### src/rtl/alu_dispatch.sv
// ALU dispatcher: latches one request, issues it to an external registered
// ALU, and writes results and flags back into a small register file.
module alu_dispatch #(
  parameter int NREG = 8
) (
  input  logic        clk,
  input  logic        rst_n,
  input  logic        req_valid,
  output logic        req_ready,
  input  logic [7:0]  req_op,
  input  logic [2:0]  req_rd,
  input  logic [2:0]  req_ra,
  input  logic [2:0]  req_rb,
  input  logic [15:0] req_imm,
  output logic [15:0] alu_a,
  output logic [15:0] alu_b,
  output logic [7:0]  alu_op,
  output logic        alu_cf,
  input  logic [15:0] alu_acc,
  input  logic [15:0] alu_c,
  input  logic        alu_c_flag,
  input  logic        alu_z_flag,
  input  logic        alu_o_flag,
  output logic [2:0]  flags,
  output logic        done,
  output logic        div_err,
  input  logic [2:0]  dbg_addr,
  output logic [15:0] dbg_data
);

  typedef enum logic [1:0] {
    IDLE,
    ISSUE,
    WB
  } state_t;

  state_t      state;
  state_t      state_nx;
  logic [7:0]  op_q;
  logic [2:0]  rd_q;
  logic [2:0]  ra_q;
  logic [2:0]  rb_q;
  logic [2:0]  rd_hi;
  logic [15:0] imm_q;
  logic [15:0] regs [NREG];
  logic [2:0]  flags_q;
  logic        accept;
  logic        req_alu;
  logic        div_zero;
  logic        wr_lo;
  logic        wr_hi;
  logic        fl_all;
  logic        fl_z;

  assign accept  = req_valid & req_ready;
  assign req_alu = (req_op >= 8'h01) && (req_op <= 8'h11);
  assign rd_hi   = rd_q + 3'd1;

  assign div_zero =
    ((op_q == 8'h07) && (regs[rb_q][7:0] == 8'h00)) ||
    ((op_q == 8'h08) && (regs[rb_q] == 16'h0000));

  always_ff @(posedge clk or negedge rst_n) begin
    if (!rst_n) state <= IDLE;
    else        state <= state_nx;
  end

  always_comb begin
    state_nx = state;
    unique case (state)
      IDLE: begin
        if (accept) state_nx = req_alu ? ISSUE : WB;
      end
      ISSUE: begin
        state_nx = div_zero ? IDLE : WB;
      end
      WB: begin
        state_nx = IDLE;
      end
      default: state_nx = IDLE;
    endcase
  end

  always_comb begin
    req_ready = (state == IDLE);
    alu_op    = 8'h00;
    if ((state == ISSUE) && !div_zero) alu_op = op_q;
  end

  // Writeback decode by opcode class
  always_comb begin
    wr_lo  = 1'b0;
    wr_hi  = 1'b0;
    fl_all = 1'b0;
    fl_z   = 1'b0;
    unique case (1'b1)
      (op_q >= 8'h01) && (op_q <= 8'h04): begin
        wr_lo  = 1'b1;
        fl_all = 1'b1;
      end
      (op_q >= 8'h05) && (op_q <= 8'h08): begin
        wr_lo = 1'b1;
        wr_hi = (op_q == 8'h06) || (op_q == 8'h08);
        fl_z  = 1'b1;
      end
      (op_q == 8'h09): begin
        fl_all = 1'b1;
      end
      (op_q >= 8'h0A) && (op_q <= 8'h10): begin
        wr_lo = 1'b1;
      end
      (op_q == 8'h11): begin
        fl_z = 1'b1;
      end
      default: ;
    endcase
  end

  always_ff @(posedge clk or negedge rst_n) begin
    if (!rst_n) begin
      op_q    <= 8'h00;
      rd_q    <= 3'd0;
      ra_q    <= 3'd0;
      rb_q    <= 3'd0;
      imm_q   <= 16'h0000;
      flags_q <= 3'b000;
      done    <= 1'b0;
      div_err <= 1'b0;
      for (int i = 0; i < NREG; i++) regs[i] <= 16'h0000;
    end else begin
      done    <= 1'b0;
      div_err <= 1'b0;
      if (accept) begin
        op_q  <= req_op;
        rd_q  <= req_rd;
        ra_q  <= req_ra;
        rb_q  <= req_rb;
        imm_q <= req_imm;
      end
      if ((state == ISSUE) && div_zero) begin
        done    <= 1'b1;
        div_err <= 1'b1;
      end
      if (state == WB) begin
        done <= 1'b1;
        if (op_q == 8'h80) regs[rd_q] <= imm_q;
        else if (wr_lo)    regs[rd_q] <= alu_acc;
        if (wr_hi)  regs[rd_hi] <= alu_c;
        if (fl_all) flags_q <= {alu_o_flag, alu_z_flag, alu_c_flag};
        if (fl_z)   flags_q[1] <= alu_z_flag;
      end
    end
  end

  assign alu_a    = regs[ra_q];
  assign alu_b    = regs[rb_q];
  assign alu_cf   = flags_q[0];
  assign flags    = flags_q;
  assign dbg_data = regs[dbg_addr];

endmodule

### config.mk
export PLATFORM = sky130hd
export DESIGN_NAME = alu_dispatch
export DESIGN_NICKNAME = d
export VERILOG_FILES = /design/src/rtl/alu_dispatch.sv
export SDC_FILE = /design/constraint.sdc
export NUM_CORES = 1
export LEC_CHECK = 0
export CAP_MARGIN = 20
export CORE_ASPECT_RATIO = 1.2
export CORE_MARGIN = 1.5
export CORE_UTILIZATION = 25
export CTS_CLUSTER_SIZE = 10
export DETAILED_ROUTE_END_ITERATION = 7
export PLACE_DENSITY = 0.51
export RECOVER_POWER = 25
export SETUP_SLACK_MARGIN = 0.5
export SYNTH_ARGS = -nofsm -noshare
export SYNTH_HDL_FRONTEND = slang
export SYNTH_SLANG_ARGS = --single-unit
### constraint.sdc
create_clock -name clk -period 3.38 [get_ports clk]
set_input_delay 0.676 -clock clk [delete_from_list [all_inputs] [get_ports clk]]
set_output_delay 0.676 -clock clk [all_outputs]
set_load 0.005 [all_outputs]
-- Word-level counts from Yosys, hierarchy flattened
Cells that the tools add are included.
- add/sub/neg operators: 1
- $lt $le $gt $ge: 15
- equal/unequal tests: 9
- mux-type cells: 33
- bitwise logic cells: 6
- reduce and logical (&&, ||, !) cells: 22
- operator list (cell ; number):
    two-way mux 128 bit ; 4
    bitwise mux 128 bit ; 3
    binary-select mux 16 bit (select 3 bit) ; 3
    two-way mux 16 bit ; 8
    demux 16 bit (select 3 bit) ; 2
    >= comparator 4 bit, second input constant ; 5
    NOT 3 -> 4 bit ; 5
    equality test 8 x 3 -> 1 bit, second input constant ; 2
    equality test 8 x 4 -> 1 bit, second input constant ; 2
    >= comparator 8 x 1 -> 1 bit, second input constant ; 2
    <= comparator 8 x 5 -> 1 bit, second input constant ; 2
    zero test 16 bit ; 1
    logical AND 1 bit ; 10
    equality test 8 x 5 -> 1 bit, second input constant ; 1
    equality test 8 bit, second input constant ; 1
    >= comparator 8 x 3 -> 1 bit, second input constant ; 1
    >= comparator 8 x 4 -> 1 bit, second input constant ; 1
    <= comparator 8 x 3 -> 1 bit, second input constant ; 1
    <= comparator 8 x 4 -> 1 bit, second input constant ; 1
    zero test 8 bit ; 1
    < comparator 4 x 1 -> 1 bit, second input constant ; 2
    two-way mux 2 bit ; 4
    two-way mux 8 bit ; 1
    two-way mux 1 bit ; 7
    13 further kinds ; 16
- bits in registers: 168
- bits of input ports: 74
- output and inout bits: 63
- logic and storage cells: 104

-- Depth between registers and ports, before layout
Gate-level depths: netlist (run 1).
- depth after elaboration: 11
- depth in mapped cells: 9
- gate-level depth less buffers: 7

-- Worst setup path after synthesis (run 1)
Ideal clock, no wire load.
- kind: register to output
- start: reg rb_q[1]
- end: out alu_b[0]
- arrival: 2326 ps
- data required time: 2704 ps
- slack: 378 ps
- stages on the path, launching flop included: 6
- path buffers: 3
- path through: dfrtp_1 buf_1 clkbuf_1 buf_1 mux4_2 mux2_2
- word-level cells in the longest chain between the ends: 4
- ends and longest elaborated chain (what ; RTL line ; text):
    from (decl) ; 42 ; logic [2:0] rb_q;
    from (signal assigned) ; 137 ; rb_q <= req_rb;
    NOT 3 -> 4 bit (not written as such) ; 156 ; assign alu_b = regs[rb_q];
    binary-select mux 16 bit (select 3 bit) ; 156 ;
    two-way mux 16 bit (not written as such) (2 in series) ; 156 ;
    to (decl) ; 16 ; output logic [15:0] alu_b,
No other way between the ends. The select of a mux whose other input is x is not followed.

-- Final worst setup path (run 1)
- start: reg rb_q[1]
- end: out alu_op[2]
- word-level cells in the longest chain between the ends: 10
- elaborated cells between the ends (all ways): 12
- classes of those cells: mux (4); bitwise (1); reduce/logical (7)
- ends and longest elaborated chain (what ; RTL line ; text):
    NOT 3 -> 4 bit (not written as such) (*) ; 60, 61 ;
    binary-select mux 16 bit (select 3 bit) (*) ; 60, 61 ;
    two-way mux 16 bit (not written as such) (*) (2 in series) ; 61 ; ((op_q == 8'h08) && (regs[rb_q] == 16'h0000));
    zero test 16 bit / zero test 8 bit (equally long branches) ; 61, 60 ;
    logical AND 1 bit, on equally long branches ; 61, 60 ;
    logical OR 1 bit (*) ; 60 ; ((op_q == 8'h07) && (regs[rb_q][7:0] == 8'h00)) ||
    zero test 1 bit (*) ; 87 ; if ((state == ISSUE) && !div_zero) alu_op = op_q;
    logical AND 1 bit (*) ; 87 ;
    two-way mux 8 bit (*) ; 87 ;
    to (decl) ; 17 ; output logic [7:0] alu_op,
Mark *: on every way between the ends. The rest lies on a longest branch, timed or not. The select of a mux whose other input is x is not followed.

==> flow_metrics.env, run 1 <==
export IMPL_hp_class="reg2reg"
export IMPL_drive_gt1_frac=0.298
export IMPL_worstMarginPinSlew_ns=1.86
export IMPL_grt_max_degree=90
export IMPL_peakVddDrop_mv=0.420
export IMPL_ioPinCount=137
export IMPL_finalSetupViolations=4
export IMPL_pwr_share_clk=0.225
export IMPL_synth_compound_area_frac=0.204
export IMPL_hpwl_mm=35.8
export IMPL_start_util=0.253
export IMPL_wl_met3_mm=4.83
export IMPL_synth_simple_gate_area_share=0.150
export IMPL_critPathMaxStageDelay_ns=0.49
export IMPL_p_sw_mw=3.26
export IMPL_critPathMaxFanout=4
export IMPL_critPathCaptureType="primary output"
export IMPL_place_ws_ns=-0.00422
export IMPL_top_layer_used="met5"
export IMPL_worst_endpoint_required_ns=2.70
export IMPL_cts_buffer_depth=2
export IMPL_cts_hold_buffers=0
export IMPL_yosysTopAreaCell="dfrtp_1"
export IMPL_syn_nets=1329
export IMPL_finalNetCount=1531
export IMPL_worstSkewPairLatency_ns=0.47
export IMPL_htreeDepth=4
export IMPL_dr_wl_met2_mm=26.8
export IMPL_die_height_microns=245
export IMPL_yosysTopAreaCellShare=0.344
export IMPL_maxCapViolCount=1
export IMPL_p_leak_nw=6.58
export IMPL_track_usage=0.223
export IMPL_violations="max-capacitance violations, max-slew violations, negative setup slack"
export IMPL_cts_inserted_buffers=17
export IMPL_antenna_found_initial=1
export IMPL_p_int_mw=6.05
export IMPL_ant_nets=0
export IMPL_drt_wl_total_mm=56.4
export IMPL_grt_first_pass_wirelength_mm=82.1
export IMPL_fin_crit_sh=1.05
export IMPL_synth_seq_area_share=0.344
export IMPL_m1WireLength_mm=22.5
export IMPL_grt_overflow_total=0
export IMPL_drc_errors=0
export IMPL_utilization=0.341
export IMPL_relSlewSlack=-0.243
export IMPL_avgSynthCellArea_sq_um=9.75
export IMPL_seq_power_share=0.333
export IMPL_drt_pass1_iter_count=6
export IMPL_rsz0062_at_grt="yes"
export IMPL_crit_chain="buf_12 -> buf_12 -> mux4_2 -> mux2_4 -> nor2_4 -> nand4_1 -> buf_6 -> a21oi_2 -> buf_4 -> nor3_1 -> buf_2"
export IMPL_cts_tree="done"
export IMPL_finClkSkew_ns=0.0107
export IMPL_swShare=0.350
export IMPL_clock_fmax_mhz=281
export IMPL_synthDistinctLibCells=58
export IMPL_reg2reg_depth=8
export IMPL_yosys_register_bits=168
export IMPL_grt_pass1_vias=12000
export IMPL_drt_initial_drc_count=1264
export IMPL_yosys_area_share_xor_xnor=0.00143
export IMPL_die_area_sq_mm=0.0502
export IMPL_place_congestion=0.863
export IMPL_rows=88
export IMPL_arrival_ns=2.88
export IMPL_cpMaxStageDelayCell="mux4_2"
export IMPL_critPathLaunchType="flip-flop"
export IMPL_num_vias=12400
export IMPL_min_path_cells=1
export IMPL_die_w_microns=205
export IMPL_wl_per_cell_microns=26.9
export IMPL_ys_flop_type="dfrtp_1"
export IMPL_synthMuxAreaShare=0.257
export IMPL_cts_sinks=168
export IMPL_synth_fa_ha_area_frac=0.00102
export IMPL_path_class="reg2out"
export IMPL_outcome="finished, violations left"
export IMPL_synth_edf_count=0
export IMPL_cts_root_buffer_cell="clkbuf_16"
export IMPL_vias_per_cell=5.89
export IMPL_netlist_top_cells_area="dfrtp_1 34%, mux4_2 17%, mux2_2 7.4%, nor2_1 6.9%, o22a_1 4.6%"
export IMPL_synthesis_instances=1254
export IMPL_synth_top_family_by_area="multiplexers"
export IMPL_synthToLayoutAreaGrowth_pct=34.4
export IMPL_path_clk_slew_ns=0.07
export IMPL_power_per_cell_area_mw_per_mm2=566
export IMPL_io_buffers=136
export IMPL_hold_viol_final=0
export IMPL_pwr_share_comb=0.442
export IMPL_core_area_sq_mm=0.0482
export IMPL_async_flop_share=1.00
export IMPL_fin_ws_ns=-0.173
export IMPL_syn_area_sq_mm=0.0122
export IMPL_fin_crit_ns=3.55
export IMPL_crit_top_cell="buf_12"
export IMPL_drv_slew=61
export IMPL_yosysWarnings=0
==> through the flow <==
stage	hold WS [ns]	area (sq um)	TNS [ns]	power, mW	instances
2_1_floorplan	0.380	12200	0	5.00	1254
3_3_place_gp	0.492	14900	0	6.65	2015
3_5_place_dp	0.503	14900	-0.00539	6.70	2015
4_1_cts	0.249	16300	-0.596	9.20	2088
5_1_grt	0.545	16400	-1.32	9.68	2098
6_report	0.514	16400	-0.552	9.30	2099
==> cell usage after synthesis, types with 3 or more instances <==
library cell / number
a211oi_1: 4
a21o_1: 8
a21oi_1: 52
a21oi_2: 3
a221oi_1: 34
a22oi_1: 5
a2bb2oi_1: 4
a32oi_1: 16
and2_1: 4
buf_1: 15
buf_2: 20
buf_4: 7
clkbuf_1: 74
dfrtp_1: 168
inv_1: 5
mux2_2: 80
mux2i_1: 12
mux4_2: 94
nand2_1: 109
nand2b_1: 5
nand3_1: 6
nand3b_1: 4
nor2_1: 226
nor2b_1: 5
nor3_1: 12
nor3b_1: 5
nor4_1: 10
o211ai_1: 5
o21ai_0: 66
o21ai_1: 4
o22a_1: 64
o22ai_1: 64
o311a_1: 12
o311ai_0: 4
or3_1: 20
==> repair_timing <==
item / in CTS / in global routing
gates resized for setup: 241 / 32
cloned: 7 / 0
pin swaps: 7 / 4
setup endpoints to repair: 52 / 47
buffers inserted: 35 / 10
==> per-layer routing <==
layer	vias to the layer above	track usage
met3	145	0.0470
met5	-	0
met1	6263	0.288
li1	5211	-
met4	2	0.103
met2	741	0.356
==> layout by cell type, fill, tap and decap left out, types with 5 or more instances in the layout <==
master           instances
a221oi_1                34
o22a_1                  64
dlymetal6s2s_1           5
buf_4                  104
buf_8                   12
mux4_2                  94
nor3b_1                  5
buf_2                    6
clkbuf_16               18
mux2_2                  52
or3_1                   20
buf_16                   6
buf_6                   42
nor4_1                   8
a21o_1                   8
mux2_4                  28
o22ai_1                 64
o211ai_1                 5
mux2i_1                 12
o311a_1                 12
o21ai_0                 65
nand2_1                109
clkdlybuf4s50_1         81
nor3_2                   5
dfrtp_1                163
nor2b_1                  5
a32oi_1                 16
a21oi_1                 51
dlygate4sd2_1           15
nand3_1                  6
buf_12                  21
nor2_1                 224
nor3_1                   8
clkbuf_2                 6
==> cells by family (layout without fill, tap and decap cells) <==
logic type,after synthesis,count (layout)
multiplexers,186,186
flip-flops,168,168
AND/OR/NAND/NOR,420,420
other,0,1
buffers and inverters,123,337
XOR/XNOR,2,2
AO/OA/AOI/OAI,354,354
adder cells (fa/ha/maj),1,1
==> layout make-up <==
type,instances,area [sq um]
tap,630,788
clock buffer,19,433
timing repair buffer,301,3150
sequential,168,4210
multi-input combinational,963,7670
antenna,1,2.50
clock inverter,12,154
inverter,5,18.8
fill,4870,31800
==> sequential cells by signal, indices dropped and copies added, names as in the netlist <==
name,flops
div_err,1
done,1
flags,3
imm_q,16
op_q,8
ra_q,3
rb_q,3
rd_q,3
regs,128
state,2
==> path summary, 6_finish.rpt <==
check                                     startpoint                    to  slack, ns
min in group asynchronous                      rst_n  regs[10]$_DFFE_PN0P_       0.73
worst min-delay path            flags[1]$_DFFE_PN0P_  flags[1]$_DFFE_PN0P_       0.51
worst max register to register   op_q[0]$_DFFE_PN0P_  regs[78]$_DFFE_PN0P_       0.63
worst min register to register  flags[1]$_DFFE_PN0P_  flags[1]$_DFFE_PN0P_       0.51
worst max-delay path             rb_q[1]$_DFFE_PN0P_             alu_op[2]      -0.17
max in group asynchronous                      rst_n   rb_q[2]$_DFFE_PN0P_       0.29
==> power by group through the flow <==
stage | Combinational (mW) | Sequential, mW | Clock (mW)
after global routing | 4.35 | 3.16 | 2.17
final | 4.11 | 3.10 | 2.09
after CTS | 4.01 | 3.08 | 2.12
after global placement | 3.55 | 3.10 | 0
after detailed placement | 3.59 | 3.11 | 0
after floorplan | 2.10 | 2.89 | 0
==> critical path, delay by kind of cell (launching register included) <==
kind                   cells  cell delay, ns
buffers and inverters      5            0.69
muxes                      2            0.81
DFF                        1            0.41
and+or+nand+nor            3            0.37
AOI/OAI and AO/OA          1            0.12
Power figures use the tool's default switching activity.
==> inputs of run 2 (changes only) <==
Settings changed: CAP_MARGIN 20 to 10.
==> results of run 2 <==
The final DEF is identical to that of run 1; final timing and power are the same.
==> inputs of run 3 (changes only) <==
Settings changed: PLACE_DENSITY 0.51 to not set.
==> run 3 against run 2 <==
The flow still finishes with violations (max-capacitance violations, max-slew violations, negative setup slack); core utilization rose by 0.44 points; highest routed layer unchanged; clock skew rose by 0.0030 ns; die area is the same; sequential cell count unchanged; maximum frequency is 2.3% lower; design area grew 1.3%; largest power group unchanged.
==> flow_metrics.env, run 3 (same netlist as run 1, synthesis figures left out) <==
export IMPL_grt_pass1_vias=12200
export IMPL_path_clk_slew_ns=0.07
export IMPL_grt_max_degree=81
export IMPL_die_height_microns=245
export IMPL_relSlewSlack=-0.146
export IMPL_peakVddDrop_mv=0.364
export IMPL_die_area_sq_mm=0.0502
export IMPL_dpl_cell_count=2033
export IMPL_drive_gt1_frac=0.313
export IMPL_finClkSkew_ns=0.0137
export IMPL_cts_inserted_buffers=17
export IMPL_p_int_mw=6.18
export IMPL_worstHoldStart="flags[2]$_DFFE_PN0P_"
export IMPL_grt_overflow_total=0
export IMPL_ioPinCount=137
export IMPL_cts_hold_buffers=0
export IMPL_outcome="finished, violations left"
export IMPL_seq_power_share=0.330
export IMPL_hp_class="reg2reg"
export IMPL_reg2reg_from="op_q[6]$_DFFE_PN0P_"
export IMPL_core_area_sq_mm=0.0482
export IMPL_synthToLayoutAreaGrowth_pct=36.2
export IMPL_diodes=0
export IMPL_place_congestion=0.929
export IMPL_drt_pass1_iter_count=6
export IMPL_p_leak_nw=6.65
export IMPL_critPathLaunchType="flip-flop"
export IMPL_track_usage=0.219
export IMPL_drv_slew=61
export IMPL_mostFrequentLayoutCells="226 x nor2_1, 163 x dfrtp_1, 124 x buf_4, 107 x nand2_1, 94 x mux4_2"
export IMPL_rows=88
export IMPL_setup_tns_ns=-0.984
export IMPL_top_layer_used="met5"
export IMPL_start_util=0.253
export IMPL_final_instance_count_excl_fill=2123
export IMPL_worst_endpoint_required_ns=2.70
export IMPL_worstSkewPairLatency_ns=0.47
export IMPL_final_common_cell="nor2_1"
export IMPL_rsz0062_at_grt="yes"
export IMPL_cts_tree="done"
export IMPL_cts_root_buffer_cell="clkbuf_16"
export IMPL_grt_first_pass_wirelength_mm=81.0
export IMPL_drc_errors=0
export IMPL_wl_per_cell_microns=26.2
export IMPL_power_per_cell_area_mw_per_mm2=567
export IMPL_drt_wl_total_mm=55.6
export IMPL_fin_ws_ns=-0.257
export IMPL_utilization=0.345
export IMPL_violations="max-capacitance violations, max-slew violations, negative setup slack"
export IMPL_finalSetupViolations=4
export IMPL_die_w_microns=205
export IMPL_htreeDepth=4
export IMPL_power_mw=9.43
export IMPL_regMostFlops="regs"
export IMPL_dr_wl_met2_mm=25.2
export IMPL_finalNetCount=1556
export IMPL_fin_crit_ns=3.64
export IMPL_arrival_ns=2.96
export IMPL_pwr_share_comb=0.437
export IMPL_wl_met3_mm=5.45
export IMPL_drt_initial_drc_count=1775
export IMPL_io_buffers=136
export IMPL_critPathLaunch="rb_q[1]$_DFFE_PN0P_"
export IMPL_fin_crit_sh=1.08
export IMPL_path_class="reg2out"
export IMPL_pwr_share_clk=0.232
export IMPL_vias_per_cell=5.93
export IMPL_hold_viol_final=0
export IMPL_ant_nets=0
export IMPL_antenna_found_initial=1
export IMPL_num_vias=12600
export IMPL_reg_top3="regs (128), imm_q (16), op_q (8)"
export IMPL_critPathCaptureType="primary output"
export IMPL_cts_buffer_depth=2
export IMPL_m1WireLength_mm=21.2
export IMPL_critPathMaxFanout=4
export IMPL_p_sw_mw=3.26
export IMPL_maxCapViolCount=1
export IMPL_worstMarginPinSlew_ns=1.72
export IMPL_swShare=0.345
export IMPL_cts_sinks=168
export IMPL_hpwl_mm=35.8
export IMPL_clock_fmax_mhz=275
export IMPL_largest_register_ffs=128
## run 3: changes by cell type in the layout (fill, tap and decap cells not counted), moves of 3 or more
cell            before  now
buf_4              104  124
buf_6               42   53
dlymetal6s2s_1       5    0
buf_8               12    9
## run 3: worst max-delay path, stage by stage (launching register included)
cell,delay (ns)
dfrtp_2,0.44
buf_6,0.13
buf_6,0.11
buf_4,0.14
mux4_2,0.32
nor4_2,0.29
mux2_4,0.20
nand4_1,0.20
buf_4,0.23
a21oi_2,0.11
buf_4,0.14
nor3b_1,0.05
buf_2,0.13
## run 3: what timing repair did
item,in CTS,in global routing
setup buffers,30,22
gates resized for setup,199,66
pin swaps,7,8
cloned,7,0
endpoints found under the setup margin,52,64
## run 3: path summary, 6_finish.rpt
check | end | slack (ns) | depth (start not counted)
max | alu_op[1] | -0.26 | 12
min | flags[2]$_DFFE_PN0P_ | 0.52 | 1
max reg2reg | regs[27]$_DFFE_PN0P_ | 0.61 | 7
min reg2reg | flags[2]$_DFFE_PN0P_ | 0.52 | 1
max in group asynchronous | ra_q[0]$_DFFE_PN0P_ | 0.44 | 2
min in group asynchronous | regs[104]$_DFFE_PN0P_ | 0.66 | 1
## run 3: metrics by stage
| stage | area, sq um | hold slack, ns | setup WS, ns |
|---|---|---|---|
| 2_1_floorplan | 12200 | 0.380 | 0.517 |
| 3_3_place_gp | 15000 | 0.495 | -0.0554 |
| 3_5_place_dp | 15000 | 0.506 | -0.0709 |
| 4_1_cts | 16300 | 0.240 | -0.234 |
| 5_1_grt | 16600 | 0.534 | -0.316 |
| 6_report | 16600 | 0.515 | -0.257 |
## run 3: power groups by stage
stage                     Clock, mW  Combinational [mW]  Sequential, mW
final                          2.19                4.13            3.12
after global routing           2.27                4.33            3.15
after CTS                      2.21                3.92            3.07
after detailed placement          0                3.58            3.11
after global placement            0                3.52            3.08
after floorplan                   0                2.10            2.89
## run 3: final cells by class
class	instances	area, sq um
clock buffers	20	457
clock inverters	11	171
fillers	4794	31600
inverters	5	18.8
multi-input cells	963	7670
flip-flops and latches	168	4210
well taps	630	788
repair buffers	326	3320
## run 3: routing by layer
metal  up-vias  GRT usage
met5         -          0
met4         2      0.138
met3       231     0.0519
met2       934      0.335
met1      6175      0.277
li1       5254          -
